==> config.mk <==
export PLATFORM = sky130hd
export DESIGN_NAME = mem_port_arbiter
export DESIGN_NICKNAME = d
export VERILOG_FILES = /design/src/rtl/mem_port_arbiter_pkg.sv /design/src/rtl/mem_port_arbiter_picker.sv /design/src/rtl/mem_port_arbiter.sv
export SDC_FILE = /design/constraint.sdc
export NUM_CORES = 1
export LEC_CHECK = 0
export BUFFER_PORTS_ARGS = -buffer_cell sky130_fd_sc_hd__buf_2
export CAP_MARGIN = 25
export CORE_AREA = 2 2 296 298
export DETAILED_ROUTE_END_ITERATION = 8
export DIE_AREA = 0 0 298 300
export PLACE_DENSITY_LB_ADDON = 0.2
export SKIP_CTS_REPAIR_TIMING = 1
export SLEW_MARGIN = 20
export SYNTH_ARGS = -nofsm -noshare
export SYNTH_HDL_FRONTEND = slang
export SYNTH_HIERARCHICAL = 1
export SYNTH_SLANG_ARGS = --single-unit
export TNS_END_PERCENT = 20
==> constraint.sdc <==
create_clock -name clk_i -period 4.8 [get_ports clk_i]
set_input_delay 1.44 -clock clk_i [delete_from_list [all_inputs] [get_ports clk_i]]
set_output_delay 1.44 -clock clk_i [all_outputs]
set_load 0.02 [all_outputs]
==> src/rtl/mem_port_arbiter_pkg.sv <==
// Shared cache definitions: memory bundles and arbiter state.
// Imported by the L1/L2 arbitration logic.
package cache_def;

    localparam int ARB_MAX_PORTS = 8;

    typedef enum logic [1:0] {
        IDLE,
        BUSY,
        RESP
    } arb_state_e;

    typedef struct packed {
        logic [31:0] addr;
        logic        rw;
        logic        valid;
    } mem_req_type;

    typedef struct packed {
        logic [127:0] data;
        logic         ready;
    } mem_data_type;

endpackage

==> src/rtl/mem_port_arbiter_picker.sv <==
// Rotating priority picker: first requester at or after the
// pointer (with wrap-around) gets a one-hot grant.
module rr_priority_picker #(
    parameter int N_PORTS = 2,
    parameter int PW      = 1
) (
    input  logic [N_PORTS-1:0] req_i,
    input  logic [PW-1:0]      ptr_i,
    output logic [N_PORTS-1:0] grant_o
);

    // Scan ports from the pointer, wrapping, and keep the first hit.
    always_comb begin : pick
        logic          found;
        int            j;
        logic [PW-1:0] idx;
        grant_o = '0;
        found   = 1'b0;
        j       = 0;
        idx     = '0;
        for (int i = 0; i < N_PORTS; i++) begin
            j = int'(ptr_i) + i;
            if (j >= N_PORTS) begin
                j = j - N_PORTS;
            end
            idx = PW'(j);
            if (!found && req_i[idx]) begin
                grant_o[idx] = 1'b1;
                found        = 1'b1;
            end
        end
    end

endmodule

==> src/rtl/mem_port_arbiter.sv <==
// N-port arbiter sharing one downstream line channel among L1
// requesters; one outstanding transaction, registered capture.
module mem_port_arbiter
    import cache_def::*;
#(
    parameter int N_PORTS = 2,
    parameter int ADDR_W  = 32,
    parameter int LINE_W  = 128,
    parameter int RR_MODE = 1
) (
    input  logic                  clk_i,
    input  logic                  rst_i,
    input  logic [N_PORTS-1:0]    req_valid_i,
    input  logic [N_PORTS-1:0]    req_rw_i,
    input  logic [N_PORTS*ADDR_W-1:0] req_addr_i,
    input  logic [N_PORTS*LINE_W-1:0] req_data_i,
    output logic [N_PORTS-1:0]    rsp_ready_o,
    output logic [LINE_W-1:0]     rsp_data_o,
    output logic                  down_req_valid_o,
    output logic                  down_req_rw_o,
    output logic [ADDR_W-1:0]     down_req_addr_o,
    output logic [LINE_W-1:0]     down_req_data_o,
    input  logic                  down_rsp_ready_i,
    input  logic [LINE_W-1:0]     down_rsp_data_i,
    output logic [N_PORTS-1:0]    grant_o,
    output logic                  busy_o
);

    localparam int PW = (N_PORTS > 1) ? $clog2(N_PORTS) : 1;

    arb_state_e           r_state;
    arb_state_e           w_next;
    logic [PW-1:0]        r_ptr;
    logic [PW-1:0]        w_ptr_in;
    logic [N_PORTS-1:0]   w_pick;
    logic [PW-1:0]        w_win;
    logic                 w_start;
    logic [N_PORTS-1:0]   r_grant;
    logic                 r_rw;
    logic [ADDR_W-1:0]    r_addr;
    logic [LINE_W-1:0]    r_data;
    logic [LINE_W-1:0]    r_rsp_data;
    logic                 w_down_valid;
    logic                 w_busy;
    logic [N_PORTS-1:0]   w_rsp_ready;

    assign w_ptr_in = (RR_MODE != 0) ? r_ptr : '0;
    assign w_start  = (r_state == IDLE) && (|req_valid_i);

    rr_priority_picker #(
        .N_PORTS (N_PORTS),
        .PW      (PW)
    ) u_picker (
        .req_i   (req_valid_i),
        .ptr_i   (w_ptr_in),
        .grant_o (w_pick)
    );

    // One-hot grant to winner index.
    always_comb begin
        w_win = '0;
        for (int i = 0; i < N_PORTS; i++) begin
            if (w_pick[i]) begin
                w_win = PW'(i);
            end
        end
    end

    // State register.
    always_ff @(posedge clk_i) begin
        if (rst_i) begin
            r_state <= IDLE;
        end else begin
            r_state <= w_next;
        end
    end

    // Next-state logic.
    always_comb begin
        w_next = r_state;
        unique case (r_state)
            IDLE:    if (w_start) w_next = BUSY;
            BUSY:    if (down_rsp_ready_i) w_next = RESP;
            RESP:    w_next = IDLE;
            default: w_next = IDLE;
        endcase
    end

    // Capture the winner's request; clear ownership after the pulse.
    always_ff @(posedge clk_i) begin
        if (rst_i) begin
            r_ptr      <= '0;
            r_grant    <= '0;
            r_rw       <= 1'b0;
            r_addr     <= '0;
            r_data     <= '0;
            r_rsp_data <= '0;
        end else begin
            if (w_start) begin
                r_grant <= w_pick;
                r_rw    <= req_rw_i[w_win];
                r_addr  <= req_addr_i[w_win*ADDR_W +: ADDR_W];
                r_data  <= req_data_i[w_win*LINE_W +: LINE_W];
                if (RR_MODE != 0) begin
                    if (w_win == PW'(N_PORTS - 1)) begin
                        r_ptr <= '0;
                    end else begin
                        r_ptr <= w_win + 1'b1;
                    end
                end
            end
            if (r_state == BUSY && down_rsp_ready_i) begin
                r_rsp_data <= down_rsp_data_i;
            end
            if (r_state == RESP) begin
                r_grant <= '0;
            end
        end
    end

    // State-decoded outputs.
    always_comb begin
        w_down_valid = (r_state == BUSY);
        w_busy       = (r_state != IDLE);
        w_rsp_ready  = (r_state == RESP) ? r_grant : '0;
    end

    assign rsp_ready_o      = w_rsp_ready;
    assign rsp_data_o       = r_rsp_data;
    assign down_req_valid_o = w_down_valid;
    assign down_req_rw_o    = r_rw;
    assign down_req_addr_o  = r_addr;
    assign down_req_data_o  = r_data;
    assign grant_o          = r_grant;
    assign busy_o           = w_busy;

endmodule

After elaboration in Yosys (flattened, before gate mapping)
Cells that the tools add are included. Widths: inputs -> output; s select.

Register bits after elaboration: 294. Output and inout bits: 295. Word-level logic and storage cells: 57.

Equal/unequal tests: 4. Reductions and logical operators: 11. Shift-type cells: 2. Multiplexer cells: 21. Bitwise operators: 1. Add/sub/neg operators: 4. $lt $le $gt $ge: 7.

Operators by type and width (count): $shiftx 256x9->128 (1); $shiftx 64x7->32 (1); $mux 1 (13); $mux 2 (5); $lt 1x2->1 const B (3); $logic_and 1x1->1 (5); $pmux 2 s2 (1); $reduce_or 2->1 (2); $add 1x1->2 const B (1); $demux 1 s1 (2); $eq 2x1->1 const B (1); $eq 2x2->1 const B (1); $ge 1x1->1 const B (2); $ge 1x2->1 const B (1); $ge 2x2->1 const B (1); $logic_not 2->1 (1); $ne 2x1->1 const B (1); $ne 2x2->1 const B (1); $or 2x2->2 (1); $reduce_and 2->1 (1); $reduce_bool 2->1 (1); $sub 1x1->1 const B (2); $add 1x1->1 const B (1); $logic_not 1->1 (1).

Logic depth before layout (Yosys ltp)
Gate-level depths: netlist of run 1.

Depth in word-level cells: 12. Gate-level depth with buffers: 7. Depth with buffers taken out: 4.

Cells and area by module
Netlist of run 1, hierarchy kept.

By module, submodules not included: mem_port_arbiter (area each 12494.5 um^2, times used 1, cells an instance 1318); rr_priority_picker (area each 18.8 um^2, times used 1, cells an instance 3).

Worst setup path before layout of run 1
No wires, ideal clock.

Path kind: input -> register. Start: input port req_valid_i[1]. End: register r_data[100] (netlist: down_req_data_o[100]). Data arrival time: 2366 ps. Buffers on the path: 3. Setup slack: 2288 ps. Data required time: 4654 ps. Cell stages on the path: 6. Path through: a21boi_1 buf_4 buf_6 clkbuf_4 mux2i_1 a211oi_2.

Cells in the longest elaborated chain, start to end: 8. Elaborated cells between the ends (all ways): 14. Classes of those cells: shift (1); mux (8); bitwise (1); reduce/logical (4).

Ends and longest elaborated chain: from (decl) (RTL line mem_port_arbiter.sv:13) `input logic [N_PORTS-1:0] req_valid_i,`; $mux 1 (not written as such) (2 in a row) (RTL line mem_port_arbiter_picker.sv:27) `if (!found && req_i[idx]) begin`; $mux 1 (RTL line mem_port_arbiter_picker.sv:27); $logic_not 1->1 (RTL line mem_port_arbiter_picker.sv:27); $logic_and 1x1->1 (RTL line mem_port_arbiter_picker.sv:27); $mux 2 (RTL line mem_port_arbiter_picker.sv:27); $mux 1 (RTL line mem_port_arbiter.sv:63) `if (w_pick[i]) begin`; $shiftx 256x9->128 (RTL line mem_port_arbiter.sv:103) `r_data <= req_data_i[w_win*LINE_W +: LINE_W];`; to (signal assigned) (RTL line mem_port_arbiter.sv:103); to (decl) (RTL line mem_port_arbiter.sv:41) `logic [LINE_W-1:0] r_data;`.

Parallel ways exist; a longest one is shown, timed or not. The select of a mux whose other input is x is not followed. A chain may end at the register's enable or synchronous reset.

Worst setup path in the final report of run 1
Start: register r_state[1]. End: output port busy_o.

Cells in the longest elaborated chain, start to end: 1.

Ends and longest elaborated chain: from (decl) (RTL line mem_port_arbiter.sv:31) `arb_state_e r_state;`; from (signal assigned) (RTL line mem_port_arbiter.sv:74) `r_state <= w_next;`; $reduce_bool 2->1 (RTL line mem_port_arbiter.sv:124) `w_busy = (r_state != IDLE);`; to (decl) (RTL line mem_port_arbiter.sv:26) `output logic busy_o`.

Every way passes these cells.

==> impl_metrics.toml, run 1 <==
[setup_path]
rr_worst_depth = 6
critPathKind = "reg2out"
r2r_slack_ns = 2.66
worstPathCellList = "nor2_4 -> inv_2 -> buf_2"
endpoint_kind = "output port"
cp_slowest_cell = "dfxtp_1"
worstPathMaxFanout = 7
required_ns = 3.36
path_buf_inv = 2
r2r_start = "r_ptr$_SDFFE_PP0P_"
critical_path.max_stage_delay_ns = 0.49
r2r_end = "down_req_addr_o[4]$_SDFFE_PP0P_"
start_kind = "register"
crit_family = "flip-flops"
arrival_ns = 1.48

[placed_design]
place_area_sq_um = 17300
dp_slack_ns = 1.57
dp_cells = 3126
place_hpwl_microns = 41200
io_buffers = 749
gp_congestion = 0.909

[logic_synthesis]
syn-num-nets = 1776
mappedNetlistArea_sq_um = 12500
synth.top_cell.area_share = 0.470
ys_types = 27
yosysSeqAreaShare = 0.470
netlist.top_cell.by_area = "dfxtp_1"
ys_top_cells_by_area = "dfxtp_1, mux2i_1, a21oi_1"
syn-instance-count = 1321
syn_area_per_cell_sq_um = 9.47
ys_warn_count = 6
synth-seq-cells = 294

[timing]
finalSetupViolations = 0
tightestPinTransition_ns = 1.10
hold_viol = 0
grt_setup_unrepaired = "no"
maxSlewHeadroom = 0.270
min_period_over_period = 0.607
report.final.slew_viol_count = 0
whs_ns = 0.449
fin_crit_ns = 2.92
setup_tns_ns = 0
fmax_mhz = 343
clock_skew_ns = 0.0132
fin_ws_ns = 1.88

[cells_and_area]
drive_above_1_share = 0.457
instances_no_fill = 3191
postLayoutCellArea_sq_um = 18500
nets = 2466
layout-area-overhead-vs-synth_pct = 48.1

[floorplan]
die_h_microns = 300
dieArea_sq_um = 89400
initial_core_util = 0.145
ios = 750
die_w_microns = 298
core_sq_um = 86200
rows = 108

[clock_tree]
htreeDepth = 2
cts_sinks = 294
root_buffer = "clkbuf_16"
clk_pin_slew_ns = 0.05
cts_tree = "done"
cts_made_buffers = 38
cts_buffer_depth = 3
clkLatencyLatePin_ns = 0.54

[route]
drt_iter0_drc = 594
dr_total_vias = 12400
firstDrtPassIters = 5
drtAntennaViolNets = 0
drc_errors = 0
wirelength_microns = 55800
wl_per_cell_microns = 17.5
vias_per_cell = 3.90

[global_routing]
grt_pass1_wl_microns = 80900
antenna_found_initial = 5
grt_pass1_vias = 12800
grt_max_degree = 165
track_usage = 0.117
overflow = 0

[power_and_ir_drop]
pwr_density_cell_nw_per_um2 = 387
ir_drop_mv = 0.215
leakage_nw = 8.16

[flow_run]
drv_cap = 0

[worst_hold_path]
worstHoldStart = "rsp_data_o[97]$_SDFFE_PP0P_"
holdPathEnd = "rsp_data_o[97]$_SDFFE_PP0P_"
hp-class = "reg2reg"
holdPathStages = 2

[outcome]
status = "finished clean"
-- kinds of logic (layout without fill, tap and decap cells) --
family | count (synthesis) | count (layout) | synth area share
AOI/OAI and AO/OA | 460 | 460 | 0.253
buffers and inverters | 136 | 850 | 0.0638
DFF | 294 | 294 | 0.470
muxes | 161 | 161 | 0.129
other | 0 | 1 | 0
and+or+nand+nor | 270 | 270 | 0.0841
-- worst max path at each step --
stage,startpoint,endpoint,cells past startpoint
floorplan,req_valid_i[1],down_req_data_o[100]$_SDFFE_PP0P_,6
global placement,req_valid_i[0],down_req_data_o[69]$_SDFFE_PP0P_,5
detailed placement,req_valid_i[1],down_req_addr_o[4]$_SDFFE_PP0P_,6
CTS,r_state[1]$_SDFFE_PP0P_,busy_o,3
global route,r_state[1]$_SDFFE_PP0P_,busy_o,3
finish,r_state[1]$_SDFFE_PP0P_,busy_o,3
-- synth_stat cells (all sizes together) --
library cell / instances
a211oi: 161
a21boi: 2
a21o: 1
a21oi: 292
a22oi: 1
and3: 2
and3b: 1
buf: 89
clkbuf: 43
dfxtp: 294
inv: 4
mux2i: 161
nand2: 256
nand3: 2
nand3b: 1
nor2: 5
nor2b: 1
o21ai: 3
or2: 1
or3: 1
-- stage by stage --
stage               power (mW)   util
floorplan                 3.77      -
global placement          4.40  0.201
detailed placement        4.41  0.201
CTS                       7.34  0.215
global route              7.53  0.215
finish                    7.18  0.215
-- area by class of cell --
cell class                      count  area, sq um
Sequential cell                   294         5890
Clock inverter                      4         76.3
Tap cell                         1155         1450
Clock buffer                       60         1130
Inverter                            4         15.0
Timing Repair Buffer              782         4130
Multi-Input combinational cell    891         5850
Fill cell                        9699        67700
Antenna cell                        1         2.50
-- routing by layer --
layer  track usage  up-vias  wire (microns)
met5             0        -              29
met4        0.0349        6            1350
met3        0.0273       76            3290
met2         0.214      417           29000
met1         0.134     5873           22100
li1              -     6069               -
-- state kept, by name, indices dropped and copies added (netlist names) --
name,flops
down_req_data_o,128
rsp_data_o,128
down_req_addr_o,32
grant_o,2
r_state,2
down_req_rw_o,1
r_ptr,1
-- report_power, final --
group | switching [mW] | total, mW | internal (mW)
clock | 1.12 | 2.84 | 1.72
combinational | 0.972 | 1.56 | 0.586
sequential | 0.128 | 2.78 | 2.66
-- cell usage in the layout (no fill, tap or decap), types with 2 or more instances in the layout --
master | netlist | layout
inv_1 | 3 | 3
a211oi_2 | 90 | 90
buf_4 | 27 | 23
buf_2 | 47 | 748
o21ai_0 | 3 | 3
a211oi_1 | 71 | 71
buf_12 | 0 | 10
a21oi_1 | 292 | 292
bufinv_16 | 0 | 2
nor2_4 | 2 | 2
dfxtp_1 | 294 | 294
clkbuf_16 | 0 | 39
clkbuf_8 | 0 | 8
nand3_1 | 2 | 2
clkbuf_1 | 39 | 13
nor2_1 | 3 | 3
mux2i_1 | 161 | 161
and3_1 | 2 | 2
nand2_1 | 256 | 256
-- tightest hold or removal path, delay by kind of cell, from the launching register on --
family | cells | cell delay [ns]
AO/OA/AOI/OAI | 1 | 0.05
AND/OR/NAND/NOR | 1 | 0.05
flip-flops | 1 | 0.30
Note: power is estimated with default switching activity, not from simulation.
==> run 2: changes to the inputs <==
--- a/config.mk
+++ b/config.mk
@@ -7,9 +7,9 @@
 export LEC_CHECK = 0
 export BUFFER_PORTS_ARGS = -buffer_cell sky130_fd_sc_hd__buf_2
 export CAP_MARGIN = 25
-export CORE_AREA = 2 2 296 298
+export CORE_AREA = 2 2 291 293
 export DETAILED_ROUTE_END_ITERATION = 8
-export DIE_AREA = 0 0 298 300
+export DIE_AREA = 0 0 293 295
 export PLACE_DENSITY_LB_ADDON = 0.2
 export SKIP_CTS_REPAIR_TIMING = 1
 export SLEW_MARGIN = 20
==> constraint.sdc (replaced) <==
create_clock -name clk_i -period 3 [get_ports clk_i]
set_input_delay 0.9 -clock clk_i [delete_from_list [all_inputs] [get_ports clk_i]]
set_output_delay 0.9 -clock clk_i [all_outputs]
set_load 0.02 [all_outputs]
==> impl_metrics.toml, run 2 (synthesis gave the netlist of run 1 again) <==
[clock_tree]
cts_sinks = 294
root_buffer = "clkbuf_16"
clkLatencyLatePin_ns = 0.54
cts_tree = "done"
cts_buffer_depth = 3
clk_pin_slew_ns = 0.06
htreeDepth = 2
cts_made_buffers = 39

[setup_path]
critical_path.max_stage_delay_ns = 0.44
rr_worst_depth = 4
arrival_ns = 1.47
r2r_end = "down_req_addr_o[3]$_SDFFE_PP0P_"
critPathKind = "reg2out"
endpoint_kind = "output port"
worstPathCellList = "nor2b_1 -> buf_2"
cp-startpoint = "r_state[0]$_SDFFE_PP0P_"
r2r_start = "r_state[1]$_SDFFE_PP0P_"
start_kind = "register"
worstPathMaxFanout = 5
r2r_slack_ns = 1.08
required_ns = 2.10
cp_slowest_cell = "dfxtp_1"

[floorplan]
dieArea_sq_um = 86400
core_sq_um = 83200
die_w_microns = 293
initial_core_util = 0.150
ios = 750
die_h_microns = 295
rows = 106

[timing]
fin_ws_ns = 0.634
fin_crit_ns = 2.37
report.final.slew_viol_count = 0
clock_skew_ns = 0.0112
tightestPinTransition_ns = 1.08
setup_tns_ns = 0
maxSlewHeadroom = 0.280
min_period_over_period = 0.789
hold_viol = 0
grt_setup_unrepaired = "no"
finalSetupViolations = 0
fmax_mhz = 423

[power_and_ir_drop]
ir_drop_mv = 0.288
leakage_nw = 8.38
power_mw = 11.7
pwr_density_cell_nw_per_um2 = 620

[route]
vias_per_cell = 3.96
drc_errors = 0
dr_total_vias = 12500
firstDrtPassIters = 5
wl_per_cell_microns = 17.5
drtAntennaViolNets = 0
drt_iter0_drc = 436
wirelength_microns = 55100

[placed_design]
io_buffers = 749
gp_congestion = 0.823
place_hpwl_microns = 41200
dp_slack_ns = 0.589

[worst_hold_path]
holdPathStages = 2
hp-class = "reg2reg"
worstHoldStart = "rsp_data_o[64]$_SDFFE_PP0P_"
holdPathEnd = "rsp_data_o[64]$_SDFFE_PP0P_"

[flow_run]
drv_cap = 0

[global_routing]
track_usage = 0.118
overflow = 0
antenna_found_initial = 5
grt_pass1_vias = 12800
grt_max_degree = 165
grt_pass1_wl_microns = 79400

[cells_and_area]
final_cell_mix = "buf_2, dfxtp_1, a21oi_1, nand2_1, mux2i_1"
nets = 2500
fillers = 9219
layout-area-overhead-vs-synth_pct = 50.4
drive_above_1_share = 0.467
final_util = 0.226
final_common_cell = "buf_2"

[outcome]
status = "finished clean"
-- run 2: changes by cell type in the layout (fill, tap and decap cells not counted), moves of 2 or more --
cell / previous run / this run
buf_12: 10 / 15
clkinv_2: 0 / 4
clkbuf_1: 13 / 11
clkbuf_16: 39 / 41
buf_4: 23 / 51
-- run 2: metal layers --
metal,GRT usage,part of all wire,vias to the layer above
met4,0.0419,0.029,4
li1,-,-,6136
met1,0.131,0.38,5820
met3,0.0276,0.064,82
met5,0,0.00042,-
met2,0.220,0.52,437
-- run 2: through the flow --
stage | cells | area, sq um | hold slack [ns]
2_1_floorplan | 1321 | 12500 | 0.463
3_3_place_gp | 3084 | 17500 | 0.440
3_5_place_dp | 3084 | 17500 | 0.444
4_1_cts | 3152 | 18800 | 0.451
5_1_grt | 3153 | 18800 | 0.469
6_report | 3154 | 18800 | 0.448
-- run 2: report_power, final --
group,switching [mW],leakage [nW],internal (mW)
Sequential,0.189,2.42,4.25
Clock,1.81,0.627,2.88
Combinational,1.57,5.33,0.981
Total,3.56,8.38,8.11
-- run 2: worst max-delay path, delay by kind of cell (launching register included) --
kind	cells	cell delay (ns)
flops	1	0.44
simple gates	1	0.26
buf+inv	1	0.23
-- run 2: worst max-delay path by stage --
stage	endpoint	slack, ns
final	down_req_valid_o	0.63
after global routing	rsp_ready_o[0]	0.53
after CTS	down_req_valid_o	0.54
after detailed placement	down_req_data_o[123]$_SDFFE_PP0P_	0.59
after global placement	down_req_data_o[123]$_SDFFE_PP0P_	0.65
after floorplan	down_req_data_o[100]$_SDFFE_PP0P_	1.03
-- run 2: final cells by class --
class,instances,area [sq um],share of cell area
timing repair buffer,815,4440,0.236
clock inverter,7,87.6,0.00465
clock buffer,61,1190,0.0633
sequential,294,5890,0.313
inverter,4,15.0,0.000798
multi-input combinational,891,5850,0.311
antenna,2,5.00,0.000266
tap,1080,1350,0.0718
